$ cat config.mk
export PLATFORM = sky130hd
export DESIGN_NAME = cpu_sequencer_flat
export DESIGN_NICKNAME = d
export VERILOG_FILES = /design/src/rtl/cpu_seq_if.sv /design/src/rtl/cpu_sequencer.sv /design/src/flat_wrapper.sv
export SDC_FILE = /design/constraint.sdc
export NUM_CORES = 1
export LEC_CHECK = 0
export CAP_MARGIN = 10
export CORE_AREA = 4 4 84 66
export DETAILED_ROUTE_END_ITERATION = 8
export DIE_AREA = 0 0 88 70
export PLACE_DENSITY = 0.74
export SLEW_MARGIN = 20
export SYNTH_ARGS = -nofsm -noshare
export SYNTH_HDL_FRONTEND = slang
export SYNTH_SLANG_ARGS = --single-unit
$ cat constraint.sdc
create_clock -name clk -period 2.4 [get_ports clk]
set_input_delay 0.24 -clock clk [delete_from_list [all_inputs] [get_ports clk]]
set_output_delay 0.24 -clock clk [all_outputs]
set_load 0.01 [all_outputs]
$ cat src/rtl/cpu_seq_if.sv
// Control/status bundle between the debug controller and the VeriRISC run-control sequencer.
interface cpu_seq_if #(
    parameter int AWIDTH    = 5,
    parameter int CNT_WIDTH = 16
);
    logic                 run_req;
    logic                 step_req;
    logic                 stop_req;
    logic                 halt;
    logic [AWIDTH-1:0]    pc_addr;
    logic                 bp_en;
    logic [AWIDTH-1:0]    bp_addr;
    logic [2:0]           phase;
    logic                 running;
    logic                 halted;
    logic                 bp_hit;
    logic                 instr_done;
    logic [CNT_WIDTH-1:0] cycle_count;
    logic [CNT_WIDTH-1:0] instr_count;

    modport master (
        output run_req, step_req, stop_req, halt, pc_addr, bp_en, bp_addr,
        input  phase, running, halted, bp_hit, instr_done, cycle_count, instr_count
    );

    modport slave (
        input  run_req, step_req, stop_req, halt, pc_addr, bp_en, bp_addr,
        output phase, running, halted, bp_hit, instr_done, cycle_count, instr_count
    );
endinterface

$ cat src/rtl/cpu_sequencer.sv
// Run-control and instruction-phase sequencer for the VeriRISC core.
// state   | meaning
// IDLE    | stopped at an instruction boundary, phase held at 0
// RUN     | continuous execution, phase advances every cycle
// STEP    | executing a single instruction, then back to IDLE
// HALTED  | HLT retired; only reset leaves this state
module cpu_sequencer #(
    parameter int AWIDTH    = 5,
    parameter int CNT_WIDTH = 16
) (
    input  logic       clk,
    input  logic       rst,
    cpu_seq_if.slave   bus
);
    typedef enum logic [1:0] {S_IDLE, S_RUN, S_STEP, S_HALTED} state_t;

    localparam logic [CNT_WIDTH-1:0] CNT_ONE = CNT_WIDTH'(1);

    state_t               r_state;
    state_t               w_state_nxt;
    logic [2:0]           r_phase;
    logic                 r_stop_pend;
    logic                 r_bp_skip;
    logic                 r_bp_hit;
    logic [CNT_WIDTH-1:0] r_cycle_cnt;
    logic [CNT_WIDTH-1:0] r_instr_cnt;

    logic [AWIDTH-1:0]    w_pc;
    logic [AWIDTH-1:0]    w_bp_pc;
    logic                 w_active;
    logic                 w_hlt;
    logic                 w_bp;
    logic                 w_running;
    logic                 w_halted;
    logic                 w_instr_done;

    assign w_pc     = bus.pc_addr;
    assign w_bp_pc  = bus.bp_addr;
    assign w_active = (r_state == S_RUN) || (r_state == S_STEP);
    assign w_hlt    = w_active && (r_phase == 3'd4) && bus.halt;
    assign w_bp     = (r_state == S_RUN) && (r_phase == 3'd0) && bus.bp_en &&
                      (w_pc == w_bp_pc) && !r_bp_skip;

    always_ff @(posedge clk or posedge rst) begin
        if (rst) r_state <= S_IDLE;
        else     r_state <= w_state_nxt;
    end

    // A stop request arriving in the phase-7 cycle is honoured at that same boundary.
    always_comb begin
        w_state_nxt = r_state;
        case (r_state)
            S_IDLE: begin
                if (bus.run_req)       w_state_nxt = S_RUN;
                else if (bus.step_req) w_state_nxt = S_STEP;
            end
            S_RUN: begin
                if (w_hlt)                  w_state_nxt = S_HALTED;
                else if (w_bp)              w_state_nxt = S_IDLE;
                else if ((r_phase == 3'd7) && (r_stop_pend || bus.stop_req))
                                            w_state_nxt = S_IDLE;
            end
            S_STEP: begin
                if (w_hlt)                  w_state_nxt = S_HALTED;
                else if (r_phase == 3'd7)   w_state_nxt = S_IDLE;
            end
            default:                        w_state_nxt = S_HALTED;
        endcase
    end

    always_comb begin
        w_running    = w_active;
        w_halted     = (r_state == S_HALTED);
        w_instr_done = w_active && ((r_phase == 3'd7) || w_hlt);
    end

    always_ff @(posedge clk or posedge rst) begin
        if (rst) begin
            r_phase     <= 3'd0;
            r_stop_pend <= 1'b0;
            r_bp_skip   <= 1'b0;
            r_bp_hit    <= 1'b0;
            r_cycle_cnt <= '0;
            r_instr_cnt <= '0;
        end else begin
            if (w_active && (w_state_nxt == r_state)) r_phase <= r_phase + 3'd1;
            else                                      r_phase <= 3'd0;

            if ((r_state == S_RUN) && (w_state_nxt == S_RUN)) begin
                if (bus.stop_req) r_stop_pend <= 1'b1;
            end else begin
                r_stop_pend <= 1'b0;
            end

            // Skip the breakpoint once after a resume so the stopped-on PC can execute.
            if ((r_state == S_IDLE) && bus.run_req)            r_bp_skip <= 1'b1;
            else if ((r_state == S_RUN) && (r_phase == 3'd0))  r_bp_skip <= 1'b0;

            if ((r_state == S_IDLE) && (bus.run_req || bus.step_req)) r_bp_hit <= 1'b0;
            else if (w_bp)                                            r_bp_hit <= 1'b1;

            if (w_active)     r_cycle_cnt <= r_cycle_cnt + CNT_ONE;
            if (w_instr_done) r_instr_cnt <= r_instr_cnt + CNT_ONE;
        end
    end

    assign bus.phase       = r_phase;
    assign bus.running     = w_running;
    assign bus.halted      = w_halted;
    assign bus.bp_hit      = r_bp_hit;
    assign bus.instr_done  = w_instr_done;
    assign bus.cycle_count = r_cycle_cnt;
    assign bus.instr_count = r_instr_cnt;
endmodule

$ cat src/flat_wrapper.sv
// flat-port wrapper written by rule: the top's interface ports become plain ports
module cpu_sequencer_flat 
#(
    parameter int AWIDTH    = 5,
    parameter int CNT_WIDTH = 16
)
  (clk, rst, bus_run_req, bus_step_req, bus_stop_req, bus_halt, bus_pc_addr, bus_bp_en, bus_bp_addr, bus_phase, bus_running, bus_halted, bus_bp_hit, bus_instr_done, bus_cycle_count, bus_instr_count);
  cpu_seq_if #(.AWIDTH(AWIDTH), .CNT_WIDTH(CNT_WIDTH)) bus_i ();
  input  logic clk;
  input  logic rst;
  input wire logic [$bits(bus_i.run_req)-1:0] bus_run_req;
  input wire logic [$bits(bus_i.step_req)-1:0] bus_step_req;
  input wire logic [$bits(bus_i.stop_req)-1:0] bus_stop_req;
  input wire logic [$bits(bus_i.halt)-1:0] bus_halt;
  input wire logic [$bits(bus_i.pc_addr)-1:0] bus_pc_addr;
  input wire logic [$bits(bus_i.bp_en)-1:0] bus_bp_en;
  input wire logic [$bits(bus_i.bp_addr)-1:0] bus_bp_addr;
  output wire logic [$bits(bus_i.phase)-1:0] bus_phase;
  output wire logic [$bits(bus_i.running)-1:0] bus_running;
  output wire logic [$bits(bus_i.halted)-1:0] bus_halted;
  output wire logic [$bits(bus_i.bp_hit)-1:0] bus_bp_hit;
  output wire logic [$bits(bus_i.instr_done)-1:0] bus_instr_done;
  output wire logic [$bits(bus_i.cycle_count)-1:0] bus_cycle_count;
  output wire logic [$bits(bus_i.instr_count)-1:0] bus_instr_count;
  assign bus_i.run_req = bus_run_req;
  assign bus_i.step_req = bus_step_req;
  assign bus_i.stop_req = bus_stop_req;
  assign bus_i.halt = bus_halt;
  assign bus_i.pc_addr = bus_pc_addr;
  assign bus_i.bp_en = bus_bp_en;
  assign bus_i.bp_addr = bus_bp_addr;
  assign bus_phase = bus_i.phase;
  assign bus_running = bus_i.running;
  assign bus_halted = bus_i.halted;
  assign bus_bp_hit = bus_i.bp_hit;
  assign bus_instr_done = bus_i.instr_done;
  assign bus_cycle_count = bus_i.cycle_count;
  assign bus_instr_count = bus_i.instr_count;
  cpu_sequencer #(.AWIDTH(AWIDTH), .CNT_WIDTH(CNT_WIDTH)) u_core (.clk(clk), .rst(rst), .bus(bus_i));
endmodule
# After elaboration in Yosys (flattened, before gate mapping)
# Cells that the tools add are included.
# classes
n_div	0
bitwise_logic	0
n_addsub	3
muxes	15
n_eq_ne	9
n_mul	0
shifts	0
order_cmp	0
reduce_logical	21
# op_table
op	count
$add 16x1->16 const B	2
$mux 2	7
$logic_and 1x1->1	12
$eq 3x3->1 const B	2
$mux 1	6
$pmux 2 s3	1
$eq 5x5->1	1
$eq 2x1->1 const B	2
$eq 2x2->1 const B	2
$logic_or 1x1->1	4
$reduce_bool 2->1	2
$add 3x1->3 const B	1
$logic_not 3->1	1
$mux 3	1
$eq 2x2->1	1
$logic_not 2->1	1
$ne 2x2->1 const B	1
$logic_not 1->1	1
# totals
latch_bits	0
mem_bits_ro	0
reg_bits	40
memories	0
ram_bits	0

# Longest topological paths before layout
# Gate-level depths: netlist (run 1).
# depth
depth_word	11
mapped_depth	8
depth_no_buf	7

# Worst setup path before layout (run 1)
# OpenSTA, ideal clock, no wires.
# synth_timing
kind	register -> register
startpoint	reg u_core.r_state[0]
endpoint	reg u_core.r_stop_pend
path_slack_ps	335
n_path_buf	1
arrival_ps	1971
stages_incl_launch_ff	8
synth_period_minus_slack_ps	2065
path_cell_list	dfrtp_1 inv_1 ha_1 buf_6 o21a_1 a21o_1 or4_1 a211oi_1
# synth_lines
item	line	source
from (decl)	cpu_sequencer.sv:19	state_t r_state;
from (signal assigned)	cpu_sequencer.sv:46	else r_state <= w_state_nxt;
$eq 2x1->1 or $eq 2x2->1 (tied branches)	cpu_sequencer.sv:39	assign w_active = (r_state == S_RUN) || (r_state == S_STEP);
$logic_or 1x1->1 *	cpu_sequencer.sv:39	
named net bus_running	flat_wrapper.sv:19	output wire logic [$bits(bus_i.running)-1:0] bus_running;
$logic_and 1x1->1 * (2 in series)	cpu_sequencer.sv:40	assign w_hlt = w_active && (r_phase == 3'd4) && bus.halt;
$mux 2, on equally long branches	cpu_sequencer.sv:64, cpu_sequencer.sv:58	
$pmux 2 s3 *	cpu_sequencer.sv:52	case (r_state)
$eq 2x1->1 *	cpu_sequencer.sv:89	if ((r_state == S_RUN) && (w_state_nxt == S_RUN)) begin
$logic_and 1x1->1 *	cpu_sequencer.sv:89	
$ne 2x2->1 (no source line) or $mux 1 (tied branches)	-	
to (signal assigned)	cpu_sequencer.sv:80	r_stop_pend <= 1'b0;
to (signal assigned)	cpu_sequencer.sv:90	if (bus.stop_req) r_stop_pend <= 1'b1;
to (signal assigned)	cpu_sequencer.sv:92	r_stop_pend <= 1'b0;
to (decl)	cpu_sequencer.sv:22	logic r_stop_pend;
# Mark *: on every way through the listed nets, which the timed path passes. The rest lies on a longest branch.
# A chain may end at the register's enable or synchronous reset.

# Final worst setup path (run 1)
# layout_timing
startpoint	reg u_core.r_phase[0] (netlist: u_core.bus.phase[0])
endpoint	out bus_instr_done
# layout_between
elab_chain_cells	5
# layout_rtl
item	line	source
from (decl)	cpu_sequencer.sv:21	logic [2:0] r_phase;
from (signal assigned)	cpu_sequencer.sv:86	if (w_active && (w_state_nxt == r_state)) r_phase <= r_phase + 3'd1;
$eq 3x3->1	cpu_sequencer.sv:40	
$logic_and 1x1->1 (2 in series)	cpu_sequencer.sv:40	
$logic_or 1x1->1 *	cpu_sequencer.sv:74	w_instr_done = w_active && ((r_phase == 3'd7) || w_hlt);
$logic_and 1x1->1 *	cpu_sequencer.sv:74	
to (decl)	flat_wrapper.sv:22	output wire logic [$bits(bus_i.instr_done)-1:0] bus_instr_done;
# Mark *: on every way between the ends. The rest lies on a longest branch, timed or not.

==> results of run 1 <==
==> critical path, stage by stage, from the launching register on <==
cell and delay (ps):
dfrtp_1 420, inv_1 70, ha_1 190, and3_1 240, o21ai_1 100, inv_1 140
clkdlybuf4s50_1 570
==> kinds of logic after synthesis <==
logic type / after synthesis / share of synthesized area (%)
buffers and inverters: 15 / 3.083
flip-flops: 40 / 48.37
adder cells (fa/ha/maj): 9 / 5.441
AO/OA/AOI/OAI: 23 / 7.134
XOR/XNOR: 35 / 14.81
multiplexers: 1 / 0.5441
AND/OR/NAND/NOR: 71 / 20.62
==> final timing paths <==
kind / endpoint / from / cells after the start / slack [ps]
hold / removal: u_core.bus.instr_count[2]$_DFFE_PP0P_ / rst / 3 / 360
setup / recovery: bus_instr_done / u_core.bus.phase[0]$_DFF_PP0_ / 6 / 150
max in group asynchronous: u_core.bus.cycle_count[10]$_DFFE_PP0N_ / rst / 3 / 1670
min in group clk: u_core.bus.instr_count[15]$_DFFE_PP0P_ / u_core.bus.instr_count[15]$_DFFE_PP0P_ / 1 / 470
setup reg to reg: u_core.r_stop_pend$_DFFE_PP0P_ / u_core.r_state[1]$_DFF_PP0_ / 6 / 260
hold reg to reg: u_core.bus.instr_count[15]$_DFFE_PP0P_ / u_core.bus.instr_count[15]$_DFFE_PP0P_ / 1 / 470
==> power by group through the flow <==
stage / clock [uW] / combinational [uW] / sequential, uW
2_1_floorplan: 0 / 584 / 985
3_3_place_gp: 0 / 987 / 957
3_5_place_dp: 0 / 1010 / 960
4_1_cts: 435 / 1060 / 949
5_1_grt: 465 / 1160 / 968
6_report: 424 / 1060 / 947
==> sequential cells by signal (all words and copies together) (netlist names) <==
register and flops:
u_core.r_stop_pend 1, u_core.r_state 2, u_core.bus.phase 3, u_core.bus.instr_count 16, u_core.bus.bp_hit 1, u_core.r_bp_skip 1, u_core.bus.cycle_count 16
==> cell usage after synthesis (4+ instances only) <==
| library cell | number | area, sq um |
|---|---|---|
| a211oi_1 | 5 | 37.54 |
| xor2_1 | 11 | 96.34 |
| nand4_1 | 8 | 50.05 |
| nand3_1 | 8 | 40.04 |
| and4_1 | 4 | 35.03 |
| a21oi_1 | 5 | 25.02 |
| o21ai_0 | 5 | 25.02 |
| nand2_1 | 17 | 63.81 |
| ha_1 | 9 | 112.6 |
| nor2_1 | 10 | 37.54 |
| inv_1 | 13 | 48.80 |
| dfrtp_1 | 40 | 1001 |
| xnor2_1 | 24 | 210.2 |
==> what timing repair did <==
action / CTS / global route
pin swaps: 0 / 0
endpoints found under the setup margin: 1 / 1
gates resized for setup: 2 / 1
cloned: 0 / 0
==> through the flow <==
step / util, % / setup WS (ps) / area (sq um) / hold slack (ps) / std cells
final: 58.64 / 145.5 / 2793 / 364.6 / 317
after global routing: 58.64 / 31.30 / 2793 / 422.6 / 317
after CTS: 58.64 / 87.29 / 2793 / 387.7 / 317
after detailed placement: 56.75 / 198.8 / 2703 / 464.6 / 310
after global placement: 56.75 / 261.1 / 2703 / 462.5 / 310
after floorplan: - / 334.8 / 2069 / 345.4 / 194
==> routing by layer <==
layer  wire [microns]  share of wire (%)  up-vias  track usage (%)
met3              213                4.8        5            3.656
li1                 -                  -      801                -
met2             2093                 47       37            24.92
met5                0                  0        -                0
met1             2112                 47      805            20.24
met4               59                1.3        0            5.622
==> area by class of cell <==
| type | count | area (sq um) |
|---|---|---|
| fillers | 410 | 1969 |
| multi-input cells | 139 | 1017 |
| flip-flops and latches | 40 | 1001 |
| repair buffers | 58 | 573.1 |
| well taps | 60 | 75.07 |
| clock buffers | 6 | 72.57 |
| inverters | 13 | 48.80 |
| clock inverters | 1 | 5.005 |
==> impl_metrics.env, run 1 <==
export IMPL_ys_seq_area_share_pct=48.37
export IMPL_crit_fanout=5
export IMPL_cts_sinks=40
export IMPL_synth_edf_count=0
export IMPL_io_buffers=55
export IMPL_num_vias=1648
export IMPL_grt_pass1_vias=1660
export IMPL_cts_root_buf="clkbuf_8"
export IMPL_cts_tree="built"
export IMPL_syn_inst=194
export IMPL_synth_ff_type="dfrtp_1"
export IMPL_setup_violations=0
export IMPL_cts_buffers=5
export IMPL_start_util_pct=43.46
export IMPL_p_total_uw=2431
export IMPL_insertion_delay_ps=290
export IMPL_clk_pin_slew_ps=80
export IMPL_htree_levels=2
export IMPL_synth_area_per_cell_sq_um=10.67
export IMPL_comb_power_share_pct=43.6
export IMPL_ys_seq_elements=40
export IMPL_slew_violations=0
export IMPL_die_h_microns=70
export IMPL_cts_setup_buffers=0
export IMPL_p_seq_share_pct=38.9
export IMPL_slew_headroom_pct=65.89
export IMPL_vias_per_cell=5.199
export IMPL_drcViolationCount=0
export IMPL_async_flop_share_pct=100.0
export IMPL_outcome="finished clean"
export IMPL_area_growth_pct=34.95
export IMPL_leakagePower_uw=0.001203
export IMPL_syn_area_sq_um=2069
export IMPL_period_share_pct=93.94
export IMPL_critPathLaunchType="register"
export IMPL_setup_worst_path_end_class="primary output"
export IMPL_power_density_nw_per_um2=870.4
export IMPL_die_area_sq_um=6160
export IMPL_grt_usage_pct=15.53
export IMPL_clkPwrFrac_pct=17.4
export IMPL_hold_violations=0
export IMPL_core_sq_um=4762
export IMPL_tns_ps=0
export IMPL_wl_per_cell_microns=14.13
export IMPL_worstSetupPathType="register to primary output"
export IMPL_syn_nets=220
export IMPL_ant_nets=0
export IMPL_fmax_mhz=443.6
export IMPL_ys_types=37
export IMPL_rows=22
export IMPL_firstDrtPassIters=5
export IMPL_layout_common_cells="55 x clkdlybuf4s50_1, 40 x dfrtp_1, 24 x xnor2_1, 17 x nand2_1, 13 x inv_1"
export IMPL_internal_power_uw=1527
export IMPL_grt_max_degree=41
export IMPL_gp_congestion=0.8463
export IMPL_grt_pass1_wl_mm=7.514
export IMPL_overflow=0
export IMPL_first_iter_violations=98
export IMPL_crit_required_ps=2160
export IMPL_switching_share_pct=37.20
export IMPL_rsz0062_at_grt="false"
export IMPL_num_antenna_cells=0
export IMPL_hpwl_mm=3.399
export IMPL_crit_arrival_ps=2010
export IMPL_cts_buffer_depth=2
export IMPL_final_common_cell="clkdlybuf4s50_1"
export IMPL_fin_crit_ps=2255
export IMPL_cap_viol_max_count=0
export IMPL_io_pins=56
export IMPL_switchingPower_uw=904.3
export IMPL_ctsHoldBuffers=0
export IMPL_antenna_found_initial=0
export IMPL_ir_drop_v=0.0004918
export IMPL_yosys_warnings=0
export IMPL_nets=283
export IMPL_skew_ps=4.514
export IMPL_tightest_slew_ps=511.6
export IMPL_wl_mm=4.479
export IMPL_final_layout_size_suffix_gt1_share_pct=6.226
export IMPL_die_w_microns=88
export IMPL_hold_path_class="input pin to async pin"
No activity file was read; power rests on OpenSTA's default activity.
==> inputs of run 2 (changes only) <==
--- a/config.mk
+++ b/config.mk
@@ -9,7 +9,9 @@
 export CORE_AREA = 4 4 84 66
 export DETAILED_ROUTE_END_ITERATION = 8
 export DIE_AREA = 0 0 88 70
+export GPL_TIMING_DRIVEN = 0
 export PLACE_DENSITY = 0.74
+export SKIP_LAST_GASP = 1
 export SLEW_MARGIN = 20
 export SYNTH_ARGS = -nofsm -noshare
 export SYNTH_HDL_FRONTEND = slang
==> impl_metrics.env, run 2 (synthesis results as in run 1) <==
export IMPL_outcome="finished clean"
export IMPL_hold_path_class="input pin to async pin"
export IMPL_rr_endpoint="u_core.r_stop_pend$_DFFE_PP0P_"
export IMPL_wl_mm=4.583
export IMPL_io_pins=56
export IMPL_die_area_sq_um=6160
export IMPL_cts_sinks=40
export IMPL_critPathLaunchType="register"
export IMPL_layout_common_cells="55 x clkdlybuf4s50_1, 39 x dfrtp_1, 24 x xnor2_1, 17 x nand2_1"
export IMPL_setup_violations=0
export IMPL_rr_startpoint="u_core.r_state[0]$_DFF_PP0_"
export IMPL_max_stage_delay_ps=550
export IMPL_met1_length_mm=2.109
export IMPL_gp_congestion=0.7906
export IMPL_wl_per_cell_microns=14.19
export IMPL_ir_drop_v=0.0006181
export IMPL_die_h_microns=70
export IMPL_num_antenna_cells=0
export IMPL_core_sq_um=4762
export IMPL_cap_viol_max_count=0
export IMPL_tns_ps=0
export IMPL_fin_crit_ps=2281
export IMPL_final_common_cell="clkdlybuf4s50_1"
export IMPL_htree_levels=2
export IMPL_rows=22
export IMPL_io_buffers=55
export IMPL_firstDrtPassIters=4
export IMPL_r2r_cells=7
export IMPL_grt_pass1_vias=1599
export IMPL_slew_violations=0
export IMPL_hold_violations=0
export IMPL_grt_pass1_wl_mm=7.603
export IMPL_cts_tree="built"
export IMPL_crit_slowest_cell="clkdlybuf4s50_1"
export IMPL_setup_worst_path_end_class="primary output"
export IMPL_grt_usage_pct=15.60
export IMPL_start_util_pct=43.46
export IMPL_tightest_slew_ps=456.1
export IMPL_insertion_delay_ps=300
export IMPL_clk_pin_slew_ps=80
export IMPL_power_density_nw_per_um2=919.9
export IMPL_first_iter_violations=102
export IMPL_grt_max_degree=22
export IMPL_wl_met2_mm=2.152
export IMPL_ctsHoldBuffers=0
export IMPL_area_growth_pct=40.08
export IMPL_crit_required_ps=2160
export IMPL_skew_ps=6.412
export IMPL_slew_headroom_pct=69.55
export IMPL_overflow=0
export IMPL_worstSetupPathType="register to primary output"
export IMPL_die_w_microns=88
export IMPL_num_vias=1667
export IMPL_cts_root_buf="clkbuf_8"
export IMPL_fmax_mhz=438.4
export IMPL_final_layout_size_suffix_gt1_share_pct=9.506
export IMPL_hpwl_mm=3.356
export IMPL_cts_buffer_depth=2
export IMPL_p_total_uw=2667
export IMPL_antenna_found_initial=0
export IMPL_period_share_pct=95.03
export IMPL_rsz0062_at_grt="false"
export IMPL_nets=288
export IMPL_worstPathCellList="inv_1, ha_1, buf_6, o21ai_4, inv_2, clkdlybuf4s50_1"
export IMPL_drcViolationCount=0
export IMPL_highest_layer="met4"
export IMPL_crit_arrival_ps=2040
export IMPL_wl_met3_microns=234
export IMPL_vias_per_cell=5.161
export IMPL_ant_nets=0
export IMPL_leakagePower_uw=0.001254
export IMPL_crit_fanout=10
export IMPL_cts_buffers=5
export IMPL_r2r_slack_ps=210
-- run 2: cell types whose count changed in the layout (fill, tap and decap cells not counted), sizes merged --
cell	delta
buf	+4
clkbuf	+2
bufinv	+1
clkinv	-1
-- run 2: cell type report --
cell class | instances | area (sq um)
Clock buffer | 7 | 96.34
Tap cell | 60 | 75.07
Sequential cell | 40 | 1002
Buffer | 2 | 15.01
Inverter | 13 | 48.80
Fill cell | 402 | 1863
Multi-Input combinational cell | 139 | 1016
Clock inverter | 1 | 30.03
Timing Repair Buffer | 61 | 615.6
-- run 2: per-stage QoR --
step / std cells / hold slack [ps] / util, % / setup WS, ps / area, sq um
after floorplan: 194 / 345.4 / - / 334.8 / 2069
after global placement: 309 / 458.0 / 56.59 / 98.74 / 2695
after detailed placement: 310 / 458.8 / 57.17 / 93.86 / 2723
after CTS: 318 / 278.3 / 59.93 / 25.42 / 2854
after global routing: 323 / 305.0 / 60.88 / 31.87 / 2899
final: 323 / 262.7 / 60.88 / 119.2 / 2899
-- run 2: worst max path at each step --
| stage | startpoint | endpoint | depth (start not counted) |
|---|---|---|---|
| 6_report | u_core.r_state[1]$_DFF_PP0_ | bus_instr_done | 6 |
| 2_1_floorplan | u_core.r_state[0]$_DFF_PP0_ | u_core.r_stop_pend$_DFFE_PP0P_ | 7 |
| 3_3_place_gp | bus_halt | bus_instr_done | 5 |
| 4_1_cts | u_core.r_state[1]$_DFF_PP0_ | bus_instr_done | 6 |
| 3_5_place_dp | bus_halt | bus_instr_done | 5 |
| 5_1_grt | u_core.r_state[1]$_DFF_PP0_ | bus_instr_done | 6 |
-- run 2: power breakdown --
group	leakage (uW)	switching (uW)	total, uW	internal [uW]
Sequential	0.000535	164	963	799
Clock	0.0000645	238	605	367
Combinational	0.000654	534	1100	565
-- run 2: routing by layer --
layer | vias up | track usage, %
met2 | 46 | 23.49
li1 | 812 | -
met3 | 9 | 3.774
met1 | 800 | 21.24
met4 | 0 | 6.474
met5 | - | 0
-- run 2: timing repair --
action | CTS | global route
resized for setup | 3 | 2
setup endpoints to repair | 1 | 1
setup buffers | 0 | 5
-- run 2: critical path, delay by kind of cell, from the launching register on --
family / cells / cell delay, ps
buffers and inverters: 4 / 920
flip-flops: 1 / 410
adder cells (fa/ha/maj): 1 / 320
AO/OA/AOI/OAI: 1 / 90
